===== src/rtl/cpu_ctrl.sv =====
// cpu_ctrl: multicycle FETCH/DECODE/EXEC/MEM/WB sequencer for the 16-bit-instruction CPU; owns pc (= R0).
// Define CPU_CTRL_STEP_EN to add a 'step' input that lets FETCH advance once per rising edge of step.
module cpu_ctrl #(
    parameter int DW = 8,
    parameter int AW = 8
) (
    input  logic          clk,
    input  logic          rst_n,
    input  logic          run,
`ifdef CPU_CTRL_STEP_EN
    input  logic          step,
`endif
    output logic [AW-1:0] inst_addr,
    input  logic [15:0]   inst,
    output logic [3:0]    rf_ra1,
    output logic [3:0]    rf_ra2,
    input  logic [DW-1:0] rf_rd1,
    input  logic [DW-1:0] rf_rd2,
    output logic          rf_we,
    output logic [3:0]    rf_wa,
    output logic [DW-1:0] rf_wd,
    output logic [3:0]    alu_op,
    output logic [DW-1:0] alu_a,
    output logic [DW-1:0] alu_b,
    input  logic [DW-1:0] alu_y,
    output logic          mem_req,
    output logic          mem_we,
    output logic [DW-1:0] mem_addr,
    output logic [DW-1:0] mem_wdata,
    input  logic [DW-1:0] mem_rdata,
    input  logic          mem_ack,
    output logic          busy,
    output logic          halted
);

    typedef enum logic [2:0] {
        S_FETCH,
        S_DECODE,
        S_EXEC,
        S_MEM,
        S_WB,
        S_HALT
    } state_e;

    localparam logic [3:0]  OP_NOP    = 4'd0;
    localparam logic [3:0]  OP_LOAD   = 4'd1;
    localparam logic [3:0]  OP_STORE  = 4'd2;
    localparam logic [3:0]  OP_SET    = 4'd3;
    localparam logic [3:0]  OP_LT     = 4'd4;
    localparam logic [3:0]  OP_EQ     = 4'd5;
    localparam logic [3:0]  OP_BEQ    = 4'd6;
    localparam logic [3:0]  OP_BNEQ   = 4'd7;
    localparam logic [15:0] HALT_INST = 16'hFFFF;

    state_e        state_q, state_d;
    logic [AW-1:0] pc_q, pc_d;
    logic [15:0]   ir_q, ir_d;
    logic [DW-1:0] opa_q, opa_d;
    logic [DW-1:0] opb_q, opb_d;
    logic [DW-1:0] wval_q, wval_d;
    logic [DW-1:0] maddr_q, maddr_d;

    logic [3:0]    op, fld_a, fld_b, fld_c;
    logic [7:0]    imm8;
    logic          is_alu;
    logic          reads_a_field;
    logic          br_equal;
    logic          br_taken;
    logic          fetch_go;
    logic [DW-1:0] rd1_val, rd2_val;
    logic [AW-1:0] pc_inc1, pc_inc2;

    assign op    = ir_q[15:12];
    assign fld_a = ir_q[11:8];
    assign fld_b = ir_q[7:4];
    assign fld_c = ir_q[3:0];
    assign imm8  = ir_q[7:0];

    assign is_alu        = (op == OP_LT) || (op == OP_EQ) || op[3];
    assign reads_a_field = (op == OP_STORE) || (op == OP_BEQ) || (op == OP_BNEQ);

    // R0 is the program counter; the external register file never stores it.
    assign rf_ra1  = fld_b;
    assign rf_ra2  = reads_a_field ? fld_a : fld_c;
    assign rd1_val = (rf_ra1 == 4'd0) ? DW'(pc_q) : rf_rd1;
    assign rd2_val = (rf_ra2 == 4'd0) ? DW'(pc_q) : rf_rd2;

    assign br_equal = ({8'd0, opb_q} == {{DW{1'b0}}, imm8});
    assign br_taken = (op == OP_BEQ) ? br_equal : !br_equal;

    assign pc_inc1 = pc_q + AW'(1);
    assign pc_inc2 = pc_q + AW'(2);

    assign inst_addr = pc_q;
    assign busy      = (state_q != S_FETCH) && (state_q != S_HALT);
    assign halted    = (state_q == S_HALT);

`ifdef CPU_CTRL_STEP_EN
    logic step_q, step_d;

    always_comb begin
        step_d = step;
    end

    always_ff @(posedge clk) begin
        if (!rst_n) begin
            step_q <= 1'b0;
        end else begin
            step_q <= step_d;
        end
    end

    assign fetch_go = run && step && !step_q;
`else
    assign fetch_go = run;
`endif

    always_comb begin
        // NOTE: every signal written here gets a default first, so no path can infer a latch.
        state_d   = state_q;
        pc_d      = pc_q;
        ir_d      = ir_q;
        opa_d     = opa_q;
        opb_d     = opb_q;
        wval_d    = wval_q;
        maddr_d   = maddr_q;
        rf_we     = 1'b0;
        rf_wa     = 4'd0;
        rf_wd     = '0;
        alu_op    = 4'd0;
        alu_a     = '0;
        alu_b     = '0;
        mem_req   = 1'b0;
        mem_we    = 1'b0;
        mem_addr  = '0;
        mem_wdata = '0;

        case (state_q)
            S_FETCH: begin
                if (fetch_go) begin
                    ir_d    = inst;
                    state_d = S_DECODE;
                end
            end

            S_DECODE: begin
                opa_d   = rd1_val;
                opb_d   = rd2_val;
                state_d = S_EXEC;
            end

            S_EXEC: begin
                if (ir_q == HALT_INST) begin
                    state_d = S_HALT;
                end else if (is_alu) begin
                    alu_op  = op;
                    alu_a   = opa_q;
                    alu_b   = opb_q;
                    wval_d  = alu_y;
                    state_d = S_WB;
                end else begin
                    case (op)
                        OP_SET: begin
                            wval_d  = DW'(imm8);
                            state_d = S_WB;
                        end
                        OP_BEQ, OP_BNEQ: begin
                            pc_d    = br_taken ? pc_inc2 : pc_inc1;
                            state_d = S_FETCH;
                        end
                        OP_LOAD, OP_STORE: begin
                            maddr_d = opa_q + DW'(fld_c);
                            state_d = S_MEM;
                        end
                        default: begin
                            pc_d    = pc_inc1;
                            state_d = S_FETCH;
                        end
                    endcase
                end
            end

            // Address, direction and store data come from flops, so they hold until the ack.
            S_MEM: begin
                mem_req   = 1'b1;
                mem_we    = (op == OP_STORE);
                mem_addr  = maddr_q;
                mem_wdata = (op == OP_STORE) ? opb_q : '0;
                if (mem_ack) begin
                    if (op == OP_STORE) begin
                        pc_d    = pc_inc1;
                        state_d = S_FETCH;
                    end else begin
                        wval_d  = mem_rdata;
                        state_d = S_WB;
                    end
                end
            end

            S_WB: begin
                if (fld_a != 4'd0) begin
                    rf_we = 1'b1;
                    rf_wa = fld_a;
                    rf_wd = wval_q;
                    pc_d  = pc_inc1;
                end else begin
                    pc_d  = AW'(wval_q);
                end
                state_d = S_FETCH;
            end

            S_HALT: begin
                state_d = S_HALT;
            end

            default: begin
                state_d = S_FETCH;
            end
        endcase
    end

    always_ff @(posedge clk) begin
        // NOTE: state flops use non-blocking assignment so every flop samples pre-edge values.
        if (!rst_n) begin
            state_q <= S_FETCH;
            pc_q    <= '0;
            ir_q    <= '0;
            opa_q   <= '0;
            opb_q   <= '0;
            wval_q  <= '0;
            maddr_q <= '0;
        end else begin
            state_q <= state_d;
            pc_q    <= pc_d;
            ir_q    <= ir_d;
            opa_q   <= opa_d;
            opb_q   <= opb_d;
            wval_q  <= wval_d;
            maddr_q <= maddr_d;
        end
    end

endmodule


===== config.mk =====
export PLATFORM = sky130hd
export DESIGN_NAME = cpu_ctrl
export DESIGN_NICKNAME = d
export VERILOG_FILES = /design/src/rtl/cpu_ctrl.sv
export SDC_FILE = /design/constraint.sdc
export NUM_CORES = 1
export LEC_CHECK = 0
export CAP_MARGIN = 20
export CELL_PAD_IN_SITES_DETAIL_PLACEMENT = 1
export CELL_PAD_IN_SITES_GLOBAL_PLACEMENT = 2
export CORE_ASPECT_RATIO = 1.5
export CORE_MARGIN = 3
export CORE_UTILIZATION = 24
export CTS_CLUSTER_DIAMETER = 60
export DETAILED_ROUTE_END_ITERATION = 16
export GPL_TIMING_DRIVEN = 0
export MAX_ROUTING_LAYER = met4
export PLACE_DENSITY = 0.86
export RECOVER_POWER = 100
export SLEW_MARGIN = 0
export SYNTH_ARGS = -nofsm -noshare
export SYNTH_HDL_FRONTEND = slang
export SYNTH_SLANG_ARGS = --single-unit

===== constraint.sdc =====
create_clock -name clk -period 2.3 [get_ports clk]
set_clock_uncertainty 0.1 [all_clocks]
set_input_delay 0.345 -clock clk [delete_from_list [all_inputs] [get_ports clk]]
set_output_delay 0.345 -clock clk [all_outputs]
set_load 0.02 [all_outputs]

Word-level counts from Yosys, hierarchy flattened
Index checks and enable logic that the tools add are counted.
Widths: inputs -> output; s select.
{"block": "totals", "elab_cells": 101, "reg_bits": 59}
{"block": "op_classes", "reduce_logical": 21, "bitwise_logic": 2, "addsub": 3, "n_eq_ne": 23, "mux": 45}
{"cell": "$mux 8", "count": 24}
{"cell": "$pmux 8 s2", "count": 2}
{"cell": "$mux 4", "count": 6}
{"cell": "$pmux 8 s3", "count": 1}
{"cell": "$eq 16x16->1 const B", "count": 1}
{"cell": "$eq 4x3->1 const B", "count": 4}
{"cell": "$mux 3", "count": 5}
{"cell": "$pmux 3 s5", "count": 1}
{"cell": "$ne 2x2->1 const B", "count": 7}
{"cell": "$add 8x1->8 const B", "count": 1}
{"cell": "$add 8x2->8 const B", "count": 1}
{"cell": "$add 8x4->8", "count": 1}
{"cell": "$eq 4x2->1 const B", "count": 2}
{"cell": "$eq 8x8->1", "count": 1}
{"cell": "$logic_not 4->1", "count": 2}
{"cell": "$eq 3x2->1 const B", "count": 2}
{"cell": "$eq 3x3->1 const B", "count": 2}
{"cell": "$ne 3x3->1 const B", "count": 2}
{"cell": "$pmux 3 s2", "count": 1}
{"cell": "$reduce_and 6->1", "count": 1}
{"cell": "$reduce_bool 3->1", "count": 2}
{"cell": "$mux 1", "count": 5}
{"cell": "$reduce_and 5->1", "count": 1}
{"cell": "$eq 4x1->1 const B", "count": 1}
{"cell": "other kinds (12)", "count": 18}

Longest topological paths before layout
{"block": "depth", "ltp_word": 8, "mapped_depth": 11}

Least setup slack after synthesis
OpenSTA, ideal clock, no wires.
{"block": "synth_path", "path_type": "reg2out", "from": "reg state_q[1]", "to": "out mem_wdata[0]", "arrival_ns": 2.384, "required_time_ns": 1.855, "stages_incl_launch_ff": 7, "path_slack_ns": -0.529, "path_buffers": 1, "path_cell_list": "dfxtp_1 > inv_1 > nor2_1 > nand2_1 > clkbuf_1 > nor4_1 > and2_1"}
{"block": "synth_via", "elab_chain_len": 2}
{"element": "start: declaration", "line_no": "55", "text": "state_e state_q, state_d;"}
{"element": "start signal: assignment", "line_no": "233", "text": "state_q <= state_d;"}
{"element": "$eq 3x2->1", "line_no": "138", "text": "case (state_q)"}
{"element": "$mux 8", "line_no": "138"}
{"element": "end: declaration", "line_no": "29", "text": "output logic [DW-1:0] mem_wdata,"}
Every way passes these cells.

Worst setup path after layout
Ends and elaborated chain as after synthesis.

==> impl_metrics.env <==
export IMPL_fillers=1882
export IMPL_vias=4513
export IMPL_hold_path_class="flop to flop"
export IMPL_syn_area_per_cell_um2=7.871
export IMPL_dpl_cell_count=813
export IMPL_ys_ff_latch=59
export IMPL_final_common_cell="nand2_1"
export IMPL_fmax_mhz=413.4
export IMPL_grt_overflow_total=0
export IMPL_vias_per_cell=5.146
export IMPL_leakagePower_nw=2.713
export IMPL_cpPeakStageDelay_ns=0.39
export IMPL_io_buffers=120
export IMPL_synth_cell_types=63
export IMPL_antenna_found_initial=1
export IMPL_hold_end="ir_q[11]"
export IMPL_cts_inserted_buffers=9
export IMPL_rr_worst_depth=9
export IMPL_area_growth_syn_to_layout_pct=65.02
export IMPL_nets=727
export IMPL_die_w_um=109.3
export IMPL_required_ns=1.86
export IMPL_arrival_ns=1.97
export IMPL_outcome="finished, violations left"
export IMPL_synthArstFlopShare_pct=0
export IMPL_layout_drive_gt1_share_pct=33.58
export IMPL_syn_num_nets=547
export IMPL_yosysSeqAreaShare_pct=30.75
export IMPL_end_kind="output port"
export IMPL_start_kind="flop"
export IMPL_root_buffer="clkbuf_16"
export IMPL_syn_area_um2=3841
export IMPL_path_cells="inv_4, nor2_4, nand2_2, buf_8, nor4_4, buf_4, and2_4, buf_6"
export IMPL_finalMaxSlewViolations=0
export IMPL_failed_checks="negative setup slack"
export IMPL_worst_pin_slew_ns=0.6805
export IMPL_cts_tree="done"
export IMPL_reg2reg_slack_ns=-0.06
export IMPL_crit_slowest_cell="dfxtp_4"
export IMPL_gr_usage_all_layers_pct=20.45
export IMPL_core_um2=15700
export IMPL_fin_crit_sh_pct=105.2
export IMPL_stdcell_count=877
export IMPL_relSlewSlack_pct=54.63
export IMPL_insertion_delay_ns=0.35
export IMPL_place_congestion=0.8667
export IMPL_synth_enable_flop_cells=0
export IMPL_hold_viol_final=0
export IMPL_hold_depth=2
export IMPL_final_setup_viol_count=32
export IMPL_fp_dieH_um=160.9
export IMPL_dp_hpwl_um=13020
export IMPL_die_area_um2=17590
export IMPL_firstDrtPassIters=4
export IMPL_period_minus_slack_ns=2.419
export IMPL_drtIter0Drc=153
export IMPL_wirelength_um=18430
export IMPL_cts_max_level=3
export IMPL_core_rowCount=56
export IMPL_syn_inst=488
export IMPL_grt_setup_unrepaired="yes"
export IMPL_critPathMaxFanout=5
export IMPL_ios=121
export IMPL_power_w=0.003963
export IMPL_grt_pass1_vias=4619
export IMPL_holdWs_ns=0.3875
export IMPL_peakVddDrop_uv=261.0
export IMPL_initial_core_util_pct=24.47
export IMPL_drc_errors=0
export IMPL_worstSetupPathType="flop to output port"
export IMPL_path_clk_slew_ns=0.06
export IMPL_yosys_warnings=0
export IMPL_grt_pass1_wl_um=26540
export IMPL_min_delay_start="ir_q[11]"
export IMPL_regArea_um2=1217
export IMPL_setup_slack_ns=-0.1191
export IMPL_cts_hold_buf=0
export IMPL_multi_input_area_um2=2755
export IMPL_antenna_left=0
export IMPL_grt_max_degree=13
export IMPL_cellPowerDensity_nw_per_um2=625.2
export IMPL_crit_buf_inv=4
export IMPL_synth_main_ff_cell="dfxtp_1"
export IMPL_layout_common_cells="69 x nand2_1, 56 x buf_4, 51 x clkdlybuf4s50_1, 42 x dfxtp_1, 37 x nor2_1"
export IMPL_regToRegStartpoint="ir_q[14]"
export IMPL_cp_top_family="simple AND/OR/NAND/NOR gates"
export IMPL_cts_sinks=59
export IMPL_drv_cap=0
export IMPL_cts_path_max_buffers=2
export IMPL_reg2reg_to="opb_q[7]"
export IMPL_wl_per_cell_um=21.02
[logic make-up (layout without fill, tap and decap cells)]
logic type / count (synthesis) / count (layout) / share of synthesized area, %
and+or+nand+nor: 210 / 210 / 27.66
AOI/OAI and AO/OA: 104 / 104 / 18.40
DFF: 59 / 59 / 30.75
buffers and inverters: 49 / 234 / 5.863
muxes: 36 / 36 / 9.609
xor gates and xnor gates: 23 / 23 / 5.244
adders and majority gates: 7 / 7 / 2.476
other: 0 / 1 / 0
[Yosys cell counts (3+ instances only)]
library cell	n	area, um2
mux2_2	5	56.30
mux2i_1	29	290.3
nand2_1	71	266.5
nor4_1	7	43.79
nand4_1	6	37.54
nor2_1	42	157.7
dfxtp_1	59	1181
xor2_1	17	148.9
nand2b_1	6	37.54
xnor2_1	6	52.55
inv_1	6	22.52
o21ai_0	8	40.04
nand3b_1	3	22.52
nor2b_1	4	25.02
and3_1	17	106.4
ha_1	6	75.07
a31oi_1	4	25.02
nor3_1	4	20.02
o2111ai_1	8	70.07
clkbuf_1	28	105.1
and2_1	33	206.5
nand3_1	7	35.03
buf_4	5	37.54
a21oi_1	37	185.2
a211oi_1	20	150.1
[repair_timing]
action,in CTS,in global routing
setup buffers,22,27
pin swaps,12,23
cloned,1,0
endpoints found under the setup margin,97,72
gates resized for setup,290,109
[area by class of cell]
class	count	share of cell area (%)
Clock buffer	9	3.553
Sequential cell	59	19.21
Multi-Input combinational cell	380	43.47
Buffer	36	3.869
Timing Repair Buffer	172	23.90
Antenna cell	1	0.03948
Inverter	10	0.7501
Tap cell	203	4.007
Clock inverter	7	1.204
[routing by layer]
| layer | routed length, um | track usage, % |
|---|---|---|
| met5 | 0 | - |
| met4 | 439 | 7.431 |
| met3 | 859 | 3.940 |
| met2 | 10310 | 36.55 |
| met1 | 6821 | 22.05 |
[worst max-delay path by stage]
| stage | from | to | depth (start not counted) |
|---|---|---|---|
| after global routing | state_q[1] | mem_wdata[0] | 8 |
| after CTS | state_q[1] | mem_wdata[0] | 8 |
| after detailed placement | state_q[1] | alu_op[0] | 6 |
| after global placement | state_q[1] | alu_op[0] | 6 |
| final | state_q[1] | mem_wdata[0] | 8 |
| after floorplan | ir_q[14] | opb_q[1] | 7 |
[power by group]
part / total, W / switching, W / internal [W]
clock: 0.00141 / 0.000565 / 0.000846
combinational: 0.00130 / 0.000700 / 0.000596
sequential: 0.00126 / 0.000135 / 0.00112
total: 0.00396 / 0.00140 / 0.00256
[worst register-to-register path, stage by stage (launching register included)]
cell and delay [ns]:
dfxtp_2 0.34, buf_8 0.13, inv_8 0.04, a211oi_4 0.30, buf_4 0.17, mux2_4 0.32
nor4_4 0.31, buf_12 0.19, mux2i_4 0.24, a211oi_2 0.08
[sequential cells by signal, summed over array words and instances (netlist names)]
name       flops
inst_addr      8
ir_q          16
maddr_q        8
opa_q          8
opb_q          8
state_q        3
wval_q         8
[stage by stage]
stage,worst slack [ns],utilization (%),area (um2),setup TNS (ns)
3_3_place_gp,-1.135,33.90,5320,-41.27
3_5_place_dp,-1.217,34.01,5338,-41.15
5_1_grt,-0.1505,40.39,6339,-4.323
2_1_floorplan,0.001905,-,3865,0
4_1_cts,-0.08039,37.83,5938,-0.6749
6_report,-0.1191,40.39,6339,-1.562
Note: power is estimated with default switching activity, not from simulation.
